<file path="src/rtl/btn_debouncer.sv">
// Debouncer for one active-low push button. It produces a clean level plus
// single-cycle press, release and auto-repeat pulses.
module btn_debouncer #(
   parameter int DEBOUNCE_CNT = 120000,
   parameter int REPEAT_DLY   = 3000000,
   parameter int REPEAT_PER   = 600000,
   parameter int CNT_W        = 22
) (
   input  logic CLK,
   input  logic RST_N,
   input  logic switch_input,
   output logic level,
   output logic trans_dn,
   output logic trans_up,
   output logic repeat_pulse  // "repeat" is a reserved word in SystemVerilog
);

   typedef enum logic [1:0] {
      IDLE         = 2'd0,
      PRESS_WAIT   = 2'd1,
      PRESSED      = 2'd2,
      RELEASE_WAIT = 2'd3
   } state_t;

   localparam logic [CNT_W-1:0] DB_LAST  = CNT_W'(DEBOUNCE_CNT - 1);
   localparam logic [CNT_W-1:0] DLY_LAST = CNT_W'((REPEAT_DLY > 0) ? REPEAT_DLY - 1 : 0);
   localparam logic [CNT_W-1:0] PER_LAST = CNT_W'((REPEAT_PER > 0) ? REPEAT_PER - 1 : 0);
   localparam bit               RPT_EN   = (REPEAT_DLY != 0);

   logic             sync_q1;
   logic             sync_q2;
   state_t           state;
   logic [CNT_W-1:0] db_cnt;
   logic [CNT_W-1:0] rpt_cnt;
   logic             rpt_first;
   logic [CNT_W-1:0] rpt_thresh;
   logic             s_released;

   // Pin idles high when released, so both flops reset to 1 and no false press follows reset.
   always_ff @(posedge CLK or negedge RST_N) begin
      if (!RST_N) begin
         sync_q1 <= 1'b1;
         sync_q2 <= 1'b1;
      end else begin
         sync_q1 <= switch_input;
         sync_q2 <= sync_q1;
      end
   end

   assign s_released = sync_q2;
   assign rpt_thresh = rpt_first ? DLY_LAST : PER_LAST;

   always_ff @(posedge CLK or negedge RST_N) begin
      if (!RST_N) begin
         state        <= IDLE;
         db_cnt       <= '0;
         rpt_cnt      <= '0;
         rpt_first    <= 1'b1;
         level        <= 1'b0;
         trans_dn     <= 1'b0;
         trans_up     <= 1'b0;
         repeat_pulse <= 1'b0;
      end else begin
         trans_dn     <= 1'b0;
         trans_up     <= 1'b0;
         repeat_pulse <= 1'b0;
         case (state)
            IDLE: begin
               if (!s_released) begin
                  state  <= PRESS_WAIT;
                  db_cnt <= '0;
               end
            end
            PRESS_WAIT: begin
               if (s_released) begin
                  state  <= IDLE;
                  db_cnt <= '0;
               end else if (db_cnt == DB_LAST) begin
                  state     <= PRESSED;
                  db_cnt    <= '0;
                  level     <= 1'b1;
                  trans_dn  <= 1'b1;
                  rpt_cnt   <= '0;
                  rpt_first <= 1'b1;
               end else begin
                  db_cnt <= db_cnt + CNT_W'(1);
               end
            end
            PRESSED: begin
               // Leaving on a release sample takes priority over a due repeat pulse.
               if (s_released) begin
                  state  <= RELEASE_WAIT;
                  db_cnt <= '0;
               end else if (RPT_EN) begin
                  if (rpt_cnt == rpt_thresh) begin
                     repeat_pulse <= 1'b1;
                     rpt_cnt      <= '0;
                     rpt_first    <= 1'b0;
                  end else begin
                     rpt_cnt <= rpt_cnt + CNT_W'(1);
                  end
               end
            end
            RELEASE_WAIT: begin
               if (!s_released) begin
                  state  <= PRESSED;
                  db_cnt <= '0;
               end else if (db_cnt == DB_LAST) begin
                  state    <= IDLE;
                  db_cnt   <= '0;
                  level    <= 1'b0;
                  trans_up <= 1'b1;
               end else begin
                  db_cnt <= db_cnt + CNT_W'(1);
               end
            end
            default: begin
               state  <= IDLE;
               db_cnt <= '0;
            end
         endcase
      end
   end

endmodule

</file>
<file path="config.mk">
export PLATFORM = sky130hd
export DESIGN_NAME = btn_debouncer
export DESIGN_NICKNAME = d
export VERILOG_FILES = /design/src/rtl/btn_debouncer.sv
export SDC_FILE = /design/constraint.sdc
export NUM_CORES = 1
export LEC_CHECK = 0
export BUFFER_PORTS_ARGS = -buffer_cell sky130_fd_sc_hd__buf_2
export CAP_MARGIN = 25
export CELL_PAD_IN_SITES_DETAIL_PLACEMENT = 2
export CELL_PAD_IN_SITES_GLOBAL_PLACEMENT = 2
export CORE_MARGIN = 2
export CORE_UTILIZATION = 40
export DETAILED_ROUTE_END_ITERATION = 12
export PLACE_DENSITY = 0.77
export SETUP_SLACK_MARGIN = 0.05
export SLEW_MARGIN = 20
export SYNTH_ARGS = -nofsm -noshare
export SYNTH_HDL_FRONTEND = slang
export SYNTH_SLANG_ARGS = --single-unit
</file>
<file path="constraint.sdc">
create_clock -name CLK -period 3.54 [get_ports CLK]
set_input_delay 0.708 -clock CLK [delete_from_list [all_inputs] [get_ports CLK]]
set_output_delay 0.708 -clock CLK [all_outputs]
set_load 0.05 [all_outputs]
</file>
-- After elaboration in Yosys (flattened, before gate mapping)
Index checks and enable logic that the tools add are counted.
- $add $sub $neg: 2
- multiply operators: 0
- divide/modulo/power cells: 0
- order comparisons: 0
- equality and inequality tests: 15
- shift-type cells: 0
- muxes and demuxes: 35
- bitwise gates (word level): 0
- reduce and logical (&&, ||, !) cells: 8
- operator list (kind ; number):
    22-bit 2-to-1 mux ; 10
    22-bit case mux with 4 select lines ; 1
    22-bit by 1-bit adder with 22-bit output (second input constant) ; 2
    22-bit case mux with 2 select lines ; 1
    22-bit by 17-bit == test with 1-bit output (second input constant) ; 1
    22-bit == test ; 1
    2-bit != test (second input constant) ; 8
    1-bit 2-to-1 mux ; 14
    2-bit 2-to-1 mux ; 6
    5-bit AND reduction ; 2
    2-bit case mux with 4 select lines ; 1
    4-bit AND reduction ; 2
    3-bit != test (second input constant) ; 2
    2-bit == test (second input constant) ; 2
    1-bit case mux with 2 select lines ; 2
    2-bit nonzero test ; 2
    2-bit by 1-bit == test with 1-bit output (second input constant) ; 1
    2-bit zero test ; 1
    2-bit AND reduction ; 1
- bits in registers: 53
- bits in latches: 0
- bits in writable memories: 0
- ROM bits: 0
- input port bits: 3
- output and inout bits: 4
- logic and storage cells: 70
- memories kept: 0

-- Logic depth before layout (Yosys ltp)
Gate-level depths: netlist (run 1).
- word-level depth: 5
- gate-level depth with buffers: 8
- gate-level depth less buffers: 7

-- Least setup slack after synthesis (run 1)
OpenSTA, ideal clock, no wires.
- path kind: flip-flop to flip-flop
- start point: register rpt_first
- end point: register rpt_cnt[6]
- setup time: 0.121 ns
- arrival: 1.881 ns
- required time: 3.419 ns
- setup slack: 1.538 ns
- stages on the path, launching flop included: 6
- path buffers: 0
- clock period less this slack: 2.002 ns
- path through: dfstp_2 inv_1 or4_1 a2111oi_4 nor2_1 a22o_1
- longest elaborated chain between the ends: 5
- RTL lines (item ; RTL line ; source):
    from (decl) ; 35 ; logic rpt_first;
    from (signal assigned) ; 58 ; rpt_first <= 1'b1;
    from (signal assigned) ; 84 ; rpt_first <= 1'b1;
    from (signal assigned) ; 98 ; rpt_first <= 1'b0;
    22-bit 2-to-1 mux ; 51 ; assign rpt_thresh = rpt_first ? DLY_LAST : PER_LAST;
    22-bit == test ; 95 ; if (rpt_cnt == rpt_thresh) begin
    22-bit 2-to-1 mux ; 95 ;
    22-bit 2-to-1 mux ; 91 ; if (s_released) begin
    22-bit case mux with 2 select lines ; 67 ; case (state)
    to (signal assigned) ; 100 ; rpt_cnt <= rpt_cnt + CNT_W'(1);
    to (decl) ; 34 ; logic [CNT_W-1:0] rpt_cnt;
Every way passes these cells. The select of a mux whose other input is x is not followed.
A chain may end at the register's enable or synchronous reset.

-- Worst setup path in the final report (run 1)
- start point: register db_cnt[0]
- end point: register db_cnt[3]
- longest elaborated chain between the ends: 4
- elaborated cells between the ends (all ways): 6
- those cells by class: 1 x add/sub; 1 x eq/ne; 4 x mux
- RTL lines (item ; RTL line ; source):
    from (decl) ; 33 ; logic [CNT_W-1:0] db_cnt;
    from (signal assigned) ; 86 ; db_cnt <= db_cnt + CNT_W'(1);
    from (signal assigned) ; 114 ; db_cnt <= db_cnt + CNT_W'(1);
    22-bit by 1-bit adder with 22-bit output or 22-bit by 17-bit == test with 1-bit output (tied branches) ; - ;
    22-bit 2-to-1 mux * ; 78, 108 ;
    22-bit 2-to-1 mux, on equally long branches ; 105, 75 ;
    22-bit case mux with 4 select lines * ; 67 ;
Every way passes the cells marked *; elsewhere a longest branch is shown, timed or not.

==> results of run 1 <==
==> worst reg2reg max path: cells and delay by family (launching register included) <==
kind / cells / cell delay, ns
AOI/OAI and AO/OA: 3 / 0.93
adders and majority gates: 1 / 0.24
and+or+nand+nor: 3 / 0.52
DFF: 1 / 0.43
buffers and inverters: 1 / 0.27
==> flip-flops by register name (all words and copies together) (netlist names), named ones only <==
| signal | cells |
|---|---|
| level | 1 |
| state | 1 |
| db_cnt | 22 |
| rpt_first | 1 |
| rpt_cnt | 22 |
| repeat_pulse | 1 |
| s_released | 1 |
| trans_dn | 1 |
| trans_up | 1 |
| sync_q1 | 1 |
==> cells by family after synthesis <==
kind of cell             share of synthesized area [%]
multiplexers                                     0.342
XOR/XNOR                                          4.19
AND/OR/NAND/NOR                                   29.7
flip-flops                                        45.4
buffers and inverters                             2.69
AO/OA/AOI/OAI                                     16.8
adder cells (fa/ha/maj)                          0.854
==> layout make-up <==
cell class                 instances  area, µm²
clock buffer                       5       68.8
sequential                        53       1330
clock inverter                     3       17.5
timing repair buffer              11       67.6
tap                               99        124
inverter                           9       33.8
fill                             795       4010
multi-input combinational        244       1520
==> per-stage QoR <==
step | util (%) | instance area, µm²
6_report | 44.1 | 3160
5_1_grt | 44.1 | 3160
4_1_cts | 44.1 | 3160
3_5_place_dp | 42.9 | 3080
3_3_place_gp | 42.9 | 3080
2_1_floorplan | - | 2930
==> cells in the final DEF (no fill, tap or decap), drive strengths merged <==
| cell | Yosys | routed |
|---|---|---|
| a2111oi | 1 | 1 |
| a21o | 1 | 1 |
| a21oi | 12 | 12 |
| a22o | 2 | 2 |
| a31oi | 10 | 10 |
| and2 | 8 | 8 |
| and3 | 10 | 10 |
| and4 | 5 | 5 |
| buf | 5 | 11 |
| clkbuf | 4 | 5 |
| clkinv | 0 | 2 |
| clkinvlp | 0 | 1 |
| dfrtp | 50 | 50 |
| dfstp | 3 | 3 |
| ha | 2 | 2 |
| inv | 9 | 9 |
| mux2i | 1 | 1 |
| nand2 | 32 | 32 |
| nand2b | 2 | 2 |
| nand3 | 21 | 21 |
| nand3b | 1 | 1 |
| nand4 | 18 | 18 |
| nand4b | 1 | 1 |
| nor2 | 26 | 26 |
| nor2b | 3 | 3 |
| nor3 | 5 | 5 |
| nor4 | 4 | 4 |
| nor4b | 3 | 3 |
| o21ai | 41 | 41 |
| o21bai | 1 | 1 |
| o22ai | 1 | 1 |
| o31ai | 7 | 7 |
| o41ai | 1 | 1 |
| or2 | 3 | 3 |
| or3 | 6 | 6 |
| or4 | 2 | 2 |
| xnor2 | 2 | 2 |
| xor2 | 12 | 12 |
==> per-layer routing <==
layer  vias up  global-route usage [%]  routed length, µm
li1       1168                       -                  -
met1      1272                    28.2               3680
met2        12                    38.0               4010
met3         7                    3.20                 93
met4         0                    5.43                 76
met5         -                       0                  0
==> where the power goes <==
group	total (µW)	switching (µW)	internal [µW]
Sequential	652	29.2	623
Combinational	175	122	53.5
Clock	350	212	137
==> how the worst max path moves through the flow <==
stage / end / slack, ns / cells past startpoint
floorplan: rpt_cnt[6]$_DFFE_PN0P_ / 1.54 / 5
global placement: db_cnt[5]$_DFFE_PN0P_ / 1.21 / 8
detailed placement: db_cnt[3]$_DFFE_PN0P_ / 1.05 / 8
CTS: db_cnt[3]$_DFFE_PN0P_ / 1.03 / 8
global route: db_cnt[3]$_DFFE_PN0P_ / 0.81 / 8
finish: db_cnt[3]$_DFFE_PN0P_ / 1.05 / 8
==> flow_metrics.tcl, run 1 <==
set metrics [dict create \
    synth_common_cells "dfrtp_1 (50), o21ai_0 (32), nand2_1 (31)" \
    r2r_start "db_cnt[0]$_DFFE_PN0P_" \
    grt_max_degree 34 \
    reg2regPathDepth 8 \
    crit_arrival_ns 2.69 \
    crit_start "db_cnt[0]$_DFFE_PN0P_" \
    cts_resized 0 \
    min-delay-start "sync_q1$_DFF_PN1_" \
    drive_above_1_share_pct 12.0 \
    drcViolationCount 0 \
    cp_data_required_time_ns 3.73 \
    via_count 2459 \
    worst_slack_ns 1.05 \
    ant_nets 0 \
    fmax_ghz 0.401 \
    worst_slew_pin_slew_ns 0.809 \
    crit_family "compound AO/OA/AOI/OAI gates" \
    synth_nets 320 \
    maxCapViolCount 0 \
    p_leak_uw 0.00137 \
    worstHoldEndpoint "s_released$_DFF_PN1_" \
    avgSynthCellArea_um2 9.30 \
    place_inst 416 \
    netlist_area_mm2 0.00293 \
    p_per_area_mw_per_mm2 372 \
    syn_inst 315 \
    viasPerCell 5.80 \
    synth_cell_types 48 \
    yosysSeqAreaShare_pct 45.4 \
    wl_per_cell_um 18.5 \
    cp_slowest_stage_delay_ns 0.66 \
    dp_slack_ns 1.05 \
    rsz0062_at_grt "false" \
    criticalPathCategory "register to register" \
    p_total_uw 1180 \
    finalHoldViolCount 0 \
    post_cts_buffers 0 \
    cts_tree "built" \
    status "completed" \
    yosysMostFrequentCell "dfrtp_1" \
    ios 7 \
    cp-end-kind "register" \
    routed_wl_um 7860 \
    grt_pass1_vias 2668 \
    die_area_mm2 0.00802 \
    firstDrtPassIters 4 \
    min_path_cells 0 \
    nets 329 \
    grt_pass1_wl_um 13600 \
    clockRootBuffer "clkbuf_8" \
    holdBufCountCts 0 \
    antenna_found_initial 0 \
    r2r-end "db_cnt[3]$_DFFE_PN0P_" \
    io_buffers 6 \
    yosys.area.top_type "dfrtp_1" \
    skew_ns 0.00924 \
    initial_utilization_pct 40.8 \
    synth_top_area_share_pct 42.7 \
    maxSlewViolCount 0 \
    cp-start-kind "register" \
    synthTopCellsByArea "dfrtp_1 (43%), o21ai_0 (5.5%), nand2_1 (4.0%)" \
    die_w_um 89.6 \
    path_cells "ha_1 > and3_1 > nand4_2 > o21bai_2 > buf_4 > nor2b_1 > o21ai_0 > o31ai_1" \
    coreArea_mm2 0.00718 \
    hpwl_um 5700 \
    cts.sinks 53 \
    overflow 0 \
    fin_crit_sh_pct 70.5 \
    gp_congestion 0.763 \
    setup_tns_ns 0 \
    cts_buffers 5 \
    synth_ff_type "dfrtp_1" \
    drt_iter0_drc 39 \
    period_needed_ns 2.49 \
    synth_edf_count 0 \
    hp-class "register to register" \
    crit_slowest_cell "o21bai_2" \
    yosysWarnings 0 \
    die_y_um 89.6 \
    final_cells 424 \
    htreeDepth 2 \
    vdd_ir_drop_max_mv 0.231 \
    synth-seq-cells 53 \
    crit_buf_inv 1 \
    cts_buffer_depth 2 \
    rows 31 \
    r2r_setup_slack_ns 1.05 \
    clock_latency_ns 0.31 \
    n_antenna_cell 0 \
    cp_max_fo 19 \
    track_usage_pct 21.7 \
    holdWs_ns 0.363 \
    setup-violations-final 0 \
    async_reset_ff_share_pct 100 \
    slew_headroom_pct 45.9 \
    clk_pin_slew_ns 0.10 \
    syn_to_final_growth_pct 7.95 \
]
No activity file was read; power rests on OpenSTA's default activity.
==> run 2: changes to the inputs <==
--- a/config.mk
+++ b/config.mk
@@ -10,9 +10,9 @@
 export CELL_PAD_IN_SITES_DETAIL_PLACEMENT = 2
 export CELL_PAD_IN_SITES_GLOBAL_PLACEMENT = 2
 export CORE_MARGIN = 2
-export CORE_UTILIZATION = 40
+export CORE_UTILIZATION = 36
 export DETAILED_ROUTE_END_ITERATION = 12
-export PLACE_DENSITY = 0.77
+export PLACE_DENSITY = 0.73
 export SETUP_SLACK_MARGIN = 0.05
 export SLEW_MARGIN = 20
 export SYNTH_ARGS = -nofsm -noshare
==> constraint.sdc (replaced) <==
create_clock -name CLK -period 2.1 [get_ports CLK]
set_input_delay 0.42 -clock CLK [delete_from_list [all_inputs] [get_ports CLK]]
set_output_delay 0.42 -clock CLK [all_outputs]
set_load 0.05 [all_outputs]
==> run 2 against run 1 <==
Compared with the run above: setup slack got worse by 1.0 ns; count of clock-buffer cells in the layout increased by 2; register-to-register slack got worse by 1.0 ns; die area increased by 11%.
==> flow_metrics.tcl, run 2 (same netlist as run 1, synthesis figures left out) <==
set metrics [dict create \
    cp_slowest_stage_delay_ns 0.41 \
    maxSlewViolCount 0 \
    htreeDepth 2 \
    via_count 2651 \
    crit_arrival_ns 2.33 \
    setup-violations-final 0 \
    path_cells "ha_2 > and3_4 > nand4_2 > o41ai_2 > buf_4 > nand4_1 > xor2_1 > nor2_1" \
    layout_commonest_cell "dfrtp_1" \
    clock_latency_ns 0.32 \
    r2r-end "rpt_cnt[10]$_DFFE_PN0P_" \
    die_y_um 94.2 \
    setup_tns_ns 0 \
    reg_top3 "db_cnt (22), rpt_cnt (22)" \
    grt_max_degree 54 \
    p_switching_uw 629 \
    p_sw_share_pct 28.7 \
    power.share.clock_pct 34.4 \
    n_antenna_cell 0 \
    grt_pass1_wl_um 14900 \
    cp-end-kind "register" \
    hpwl_um 6190 \
    crit_slowest_cell "dfrtp_1" \
    wl_per_cell_um 19.7 \
    slew_headroom_pct 70.8 \
    track_usage_pct 21.6 \
    mostFrequentLayoutCells "dfrtp_1 (46), buf_4 (39), nand2_1 (31), o21ai_0 (31), nor2_1 (19)" \
    antenna_found_initial 0 \
    period_needed_ns 2.08 \
    worst_slew_pin_slew_ns 0.435 \
    r2r_setup_slack_ns 0.02 \
    criticalPathCategory "register to register" \
    firstDrtPassIters 4 \
    cts_buffers 5 \
    viasPerCell 5.70 \
    cp_data_required_time_ns 2.35 \
    cp-start-kind "register" \
    crit_start "db_cnt[1]$_DFFE_PN0P_" \
    die_w_um 94.2 \
    skew_ns 0.00828 \
    io_buffers 6 \
    nets 367 \
    hp-class "input pin to asynchronous set/reset pin" \
    cp-endpoint "rpt_cnt[10]$_DFFE_PN0P_" \
    ios 7 \
    cp_max_fo 9 \
    overflow 0 \
    drt_iter0_drc 39 \
    combPwrFrac_pct 15.8 \
    rows 32 \
    die_area_mm2 0.00887 \
    r2r_start "db_cnt[1]$_DFFE_PN0P_" \
    p_per_area_mw_per_mm2 607 \
    maxCapViolCount 0 \
    p_total_uw 2190 \
    ant_nets 0 \
    vdd_ir_drop_max_mv 0.321 \
    status "completed" \
    finalHoldViolCount 0 \
    clk_pin_slew_ns 0.10 \
    grt_pass1_vias 2890 \
    reg2regPathDepth 8 \
    cts_tree "built" \
    fmax_ghz 0.480 \
    syn_to_final_growth_pct 23.4 \
    cts.sinks 53 \
    p_leak_uw 0.00161 \
    fin_crit_sh_pct 99.3 \
    clockRootBuffer "clkbuf_8" \
    gp_congestion 0.764 \
    drcViolationCount 0 \
    cts_buffer_depth 2 \
    p_int_uw 1560 \
    seqPwrFrac_pct 49.8 \
    routed_wl_um 9180 \
    initial_utilization_pct 37.5 \
    holdWs_ns 0.0960 \
    drive_above_1_share_pct 27.0 \
    rsz0062_at_grt "true" \
    coreArea_mm2 0.00781 \
]
==> run 2: cell count changes in the layout (fill, tap and decap cells not counted), moves of 3 or more <==
| cell | previous run | this run |
|---|---|---|
| buf_12 | 0 | 3 |
| and3_1 | 10 | 7 |
| buf_4 | 5 | 39 |
| dfrtp_1 | 50 | 46 |
| nor2_2 | 0 | 7 |
| nor2_1 | 26 | 19 |
| dfrtp_2 | 0 | 4 |
==> run 2: metal layers <==
layer | routed length (µm) | share of wire [%] | GRT usage, %
met3 | 164 | 1.8 | 2.89
met1 | 4070 | 44 | 27.3
met5 | 0 | 0 | 0
met2 | 4790 | 52 | 38.9
met4 | 152 | 1.7 | 4.71
==> run 2: how the worst min path moves through the flow <==
stage / from / end / slack [ns] / cells past startpoint
global placement: sync_q1$_DFF_PN1_ / s_released$_DFF_PN1_ / 0.35 / 0
CTS: RST_N / db_cnt[6]$_DFFE_PN0P_ / 0.11 / 2
floorplan: RST_N / asynchronous set/reset pin / 0.12 / 0
global route: RST_N / db_cnt[6]$_DFFE_PN0P_ / 0.11 / 2
finish: RST_N / repeat_pulse$_DFF_PN0_ / 0.1 / 2
detailed placement: sync_q1$_DFF_PN1_ / s_released$_DFF_PN1_ / 0.35 / 0
==> run 2: final cells by class <==
| cell class | instances | area [µm²] |
|---|---|---|
| timing repair buffer | 49 | 394 |
| multi-input combinational | 244 | 1610 |
| inverter | 9 | 33.8 |
| sequential | 53 | 1340 |
| clock buffer | 7 | 86.3 |
| fill | 857 | 4190 |
| tap | 102 | 128 |
| clock inverter | 1 | 30.0 |
==> run 2: worst max-delay path, delay by kind of cell, from the launching register on <==
family,cells,cell delay [ns]
XOR/XNOR,1,0.16
AND/OR/NAND/NOR,4,0.63
flip-flops,1,0.41
AO/OA/AOI/OAI,1,0.36
buffers and inverters,1,0.24
adder cells (fa/ha/maj),1,0.21
==> run 2: timing repair <==
action,4_1_cts,5_1_grt
gates resized for setup,4,24
hold buffers,0,0
setup buffers,2,6
pin swaps,2,14
endpoints found under the setup margin,16,28
==> run 2: stage by stage <==
step | area [µm²] | std cells | util (%) | worst slack (ns)
2_1_floorplan | 2930 | 315 | - | 0.0979
3_3_place_gp | 3340 | 449 | 42.8 | 0.0705
3_5_place_dp | 3340 | 449 | 42.8 | 0.0125
4_1_cts | 3490 | 459 | 44.7 | 0.0483
5_1_grt | 3610 | 465 | 46.3 | -0.0793
6_report | 3610 | 465 | 46.3 | 0.0155
==> run 2: power by group through the flow <==
stage          Clock [µW]  Sequential (µW)  Combinational, µW
2_1_floorplan           0             1090                200
3_3_place_gp            0             1110                327
3_5_place_dp            0             1110                342
4_1_cts               773             1090                344
5_1_grt               804             1100                395
6_report              755             1090                345
==> run 3: changes to the inputs <==
--- a/config.mk
+++ b/config.mk
@@ -9,6 +9,7 @@
 export CAP_MARGIN = 25
 export CELL_PAD_IN_SITES_DETAIL_PLACEMENT = 2
 export CELL_PAD_IN_SITES_GLOBAL_PLACEMENT = 2
+export CORE_ASPECT_RATIO = 1.5
 export CORE_MARGIN = 2
 export CORE_UTILIZATION = 36
 export DETAILED_ROUTE_END_ITERATION = 12
==> run 3 against run 2 <==
Compared with the run above: largest cell class unchanged; global-route usage barely moved; hold slack better by 0.024 ns; wire length decreased by 2.2%; flip-flop and latch count unchanged; final cell count decreased by 0.22%; sequential share of layout area grew 0.089 points; critical path type unchanged; die area increased by 0.17%.
==> flow_metrics.tcl, run 3 (same netlist as run 1, synthesis figures left out) <==
set metrics [dict create \
    cp_data_required_time_ns 2.32 \
    cp_max_fo 4 \
    ant_nets 0 \
    p_sw_share_pct 28.7 \
    hpwl_um 6370 \
    power.share.clock_pct 37.7 \
    multi_input_area_mm2 0.00158 \
    fin_crit_sh_pct 97.9 \
    overflow 0 \
    design_area_mm2 0.00359 \
    firstDrtPassIters 4 \
    slew_headroom_pct 50.1 \
    hp-class "input pin to asynchronous set/reset pin" \
    drive_above_1_share_pct 23.7 \
    antenna_found_initial 0 \
    vdd_ir_drop_max_mv 0.353 \
    fillCellCount 860 \
    period_needed_ns 2.06 \
    reg_top3 "db_cnt (22), rpt_cnt (22)" \
    rows 40 \
    drt_iter0_drc 64 \
    coreArea_mm2 0.00796 \
    cts_tree "built" \
    cp-end-kind "register" \
    cts.sinks 53 \
    gp_congestion 0.825 \
    layout_commonest_cell "dfrtp_1" \
    via_count 2625 \
    ios 7 \
    grt_pass1_wl_um 15100 \
    seq_area_mm2 0.00133 \
    p_int_uw 1650 \
    mostFrequentLayoutCells "dfrtp_1 (49), buf_4 (34), nand2_1 (30), o21ai_0 (29), nor2_1 (24)" \
    finalHoldViolCount 0 \
    r2r_setup_slack_ns 0.04 \
    skew_ns 0.0111 \
    rsz0062_at_grt "true" \
    htreeDepth 2 \
    clock_latency_ns 0.29 \
    status "completed" \
    fmax_ghz 0.486 \
    maxSlewViolCount 0 \
    worst_slew_pin_slew_ns 0.748 \
    p_leak_uw 0.00162 \
    reg2regPathDepth 6 \
    syn_to_final_growth_pct 22.7 \
    seqPwrFrac_pct 47.1 \
    postPlaceCellArea_mm2 0.00333 \
    p_total_uw 2310 \
    initial_utilization_pct 36.8 \
    dp_slack_ns 0.0245 \
    grt_pass1_vias 2936 \
    clockRootBuffer "clkbuf_16" \
    die_area_mm2 0.00889 \
    maxCapViolCount 0 \
    cp-start-kind "register" \
    worst_slack_ns 0.0442 \
    die_y_um 114 \
    viasPerCell 5.66 \
    p_per_area_mw_per_mm2 643 \
    combPwrFrac_pct 15.2 \
    io_buffers 6 \
    die_w_um 77.7 \
    r2r_start "db_cnt[17]$_DFFE_PN0P_" \
    drcViolationCount 0 \
    wl_per_cell_um 19.3 \
    track_usage_pct 21.5 \
    criticalPathCategory "register to register" \
    cts_buffers 5 \
    clk_pin_slew_ns 0.07 \
    nets 363 \
    p_switching_uw 662 \
    setup-violations-final 0 \
    r2r-end "rpt_cnt[20]$_DFFE_PN0P_" \
    cts_buffer_depth 2 \
    crit_arrival_ns 2.28 \
    holdBufCountCts 0 \
    routed_wl_um 8970 \
    grt_max_degree 54 \
    n_antenna_cell 0 \
]
run 3: power groups by stage:
| stage | Combinational, µW | Clock (µW) | Sequential (µW) |
|---|---|---|---|
| 3_3_place_gp | 333 | 0 | 1100 |
| 3_5_place_dp | 356 | 0 | 1110 |
| 2_1_floorplan | 200 | 0 | 1090 |
| 5_1_grt | 402 | 934 | 1100 |
| 4_1_cts | 362 | 909 | 1090 |
| 6_report | 352 | 871 | 1090 |
run 3: what timing repair did:
item,CTS,global route
gates resized for setup,3,17
cloned,1,0
pin swaps,3,13
endpoints found under the setup margin,5,30
buffers inserted,2,4
run 3: worst max path at each step:
stage	to	slack (ns)	cells past startpoint	start
CTS	rpt_cnt[10]$_DFFE_PN0P_	0.07	7	db_cnt[9]$_DFFE_PN0P_
floorplan	rpt_cnt[6]$_DFFE_PN0P_	0.1	5	rpt_first$_DFFE_PN1P_
global placement	db_cnt[3]$_DFFE_PN0P_	0.04	4	s_released$_DFF_PN1_
global route	rpt_cnt[20]$_DFFE_PN0P_	-0.1	6	db_cnt[17]$_DFFE_PN0P_
finish	rpt_cnt[20]$_DFFE_PN0P_	0.04	6	db_cnt[17]$_DFFE_PN0P_
detailed placement	rpt_cnt[10]$_DFFE_PN0P_	0.02	7	db_cnt[19]$_DFFE_PN0P_
run 3: worst max-delay path: stages, from the launching register on:
cell     delay [ns]
dfrtp_2        0.44
nor4b_4        0.38
nand4_2        0.17
o31ai_4        0.37
nand3_2        0.13
or3_4          0.35
a21oi_2        0.14
run 3: metal layers:
metal	up-vias	track usage (%)	wire length [µm]
li1	1239	-	-
met1	1345	23.7	3500
met5	-	0	0
met4	0	7.38	235
met3	16	2.21	110
met2	25	42.1	5120
run 3: cell type report:
cell class / instances / area share [%]
multi-input combinational: 244 / 43.9
sequential: 53 / 37.0
timing repair buffer: 45 / 10.2
clock buffer: 6 / 3.86
tap: 105 / 3.65
inverter: 9 / 0.940
clock inverter: 2 / 0.383
run 3: through the flow:
stage,hold slack (ns),util [%],instances,setup TNS [ns]
3_3_place_gp,0.351,41.8,449,0
2_1_floorplan,0.124,-,315,0
5_1_grt,0.137,45.2,464,-0.525
3_5_place_dp,0.353,41.8,449,0
4_1_cts,0.130,44.3,460,0
6_report,0.120,45.2,464,0
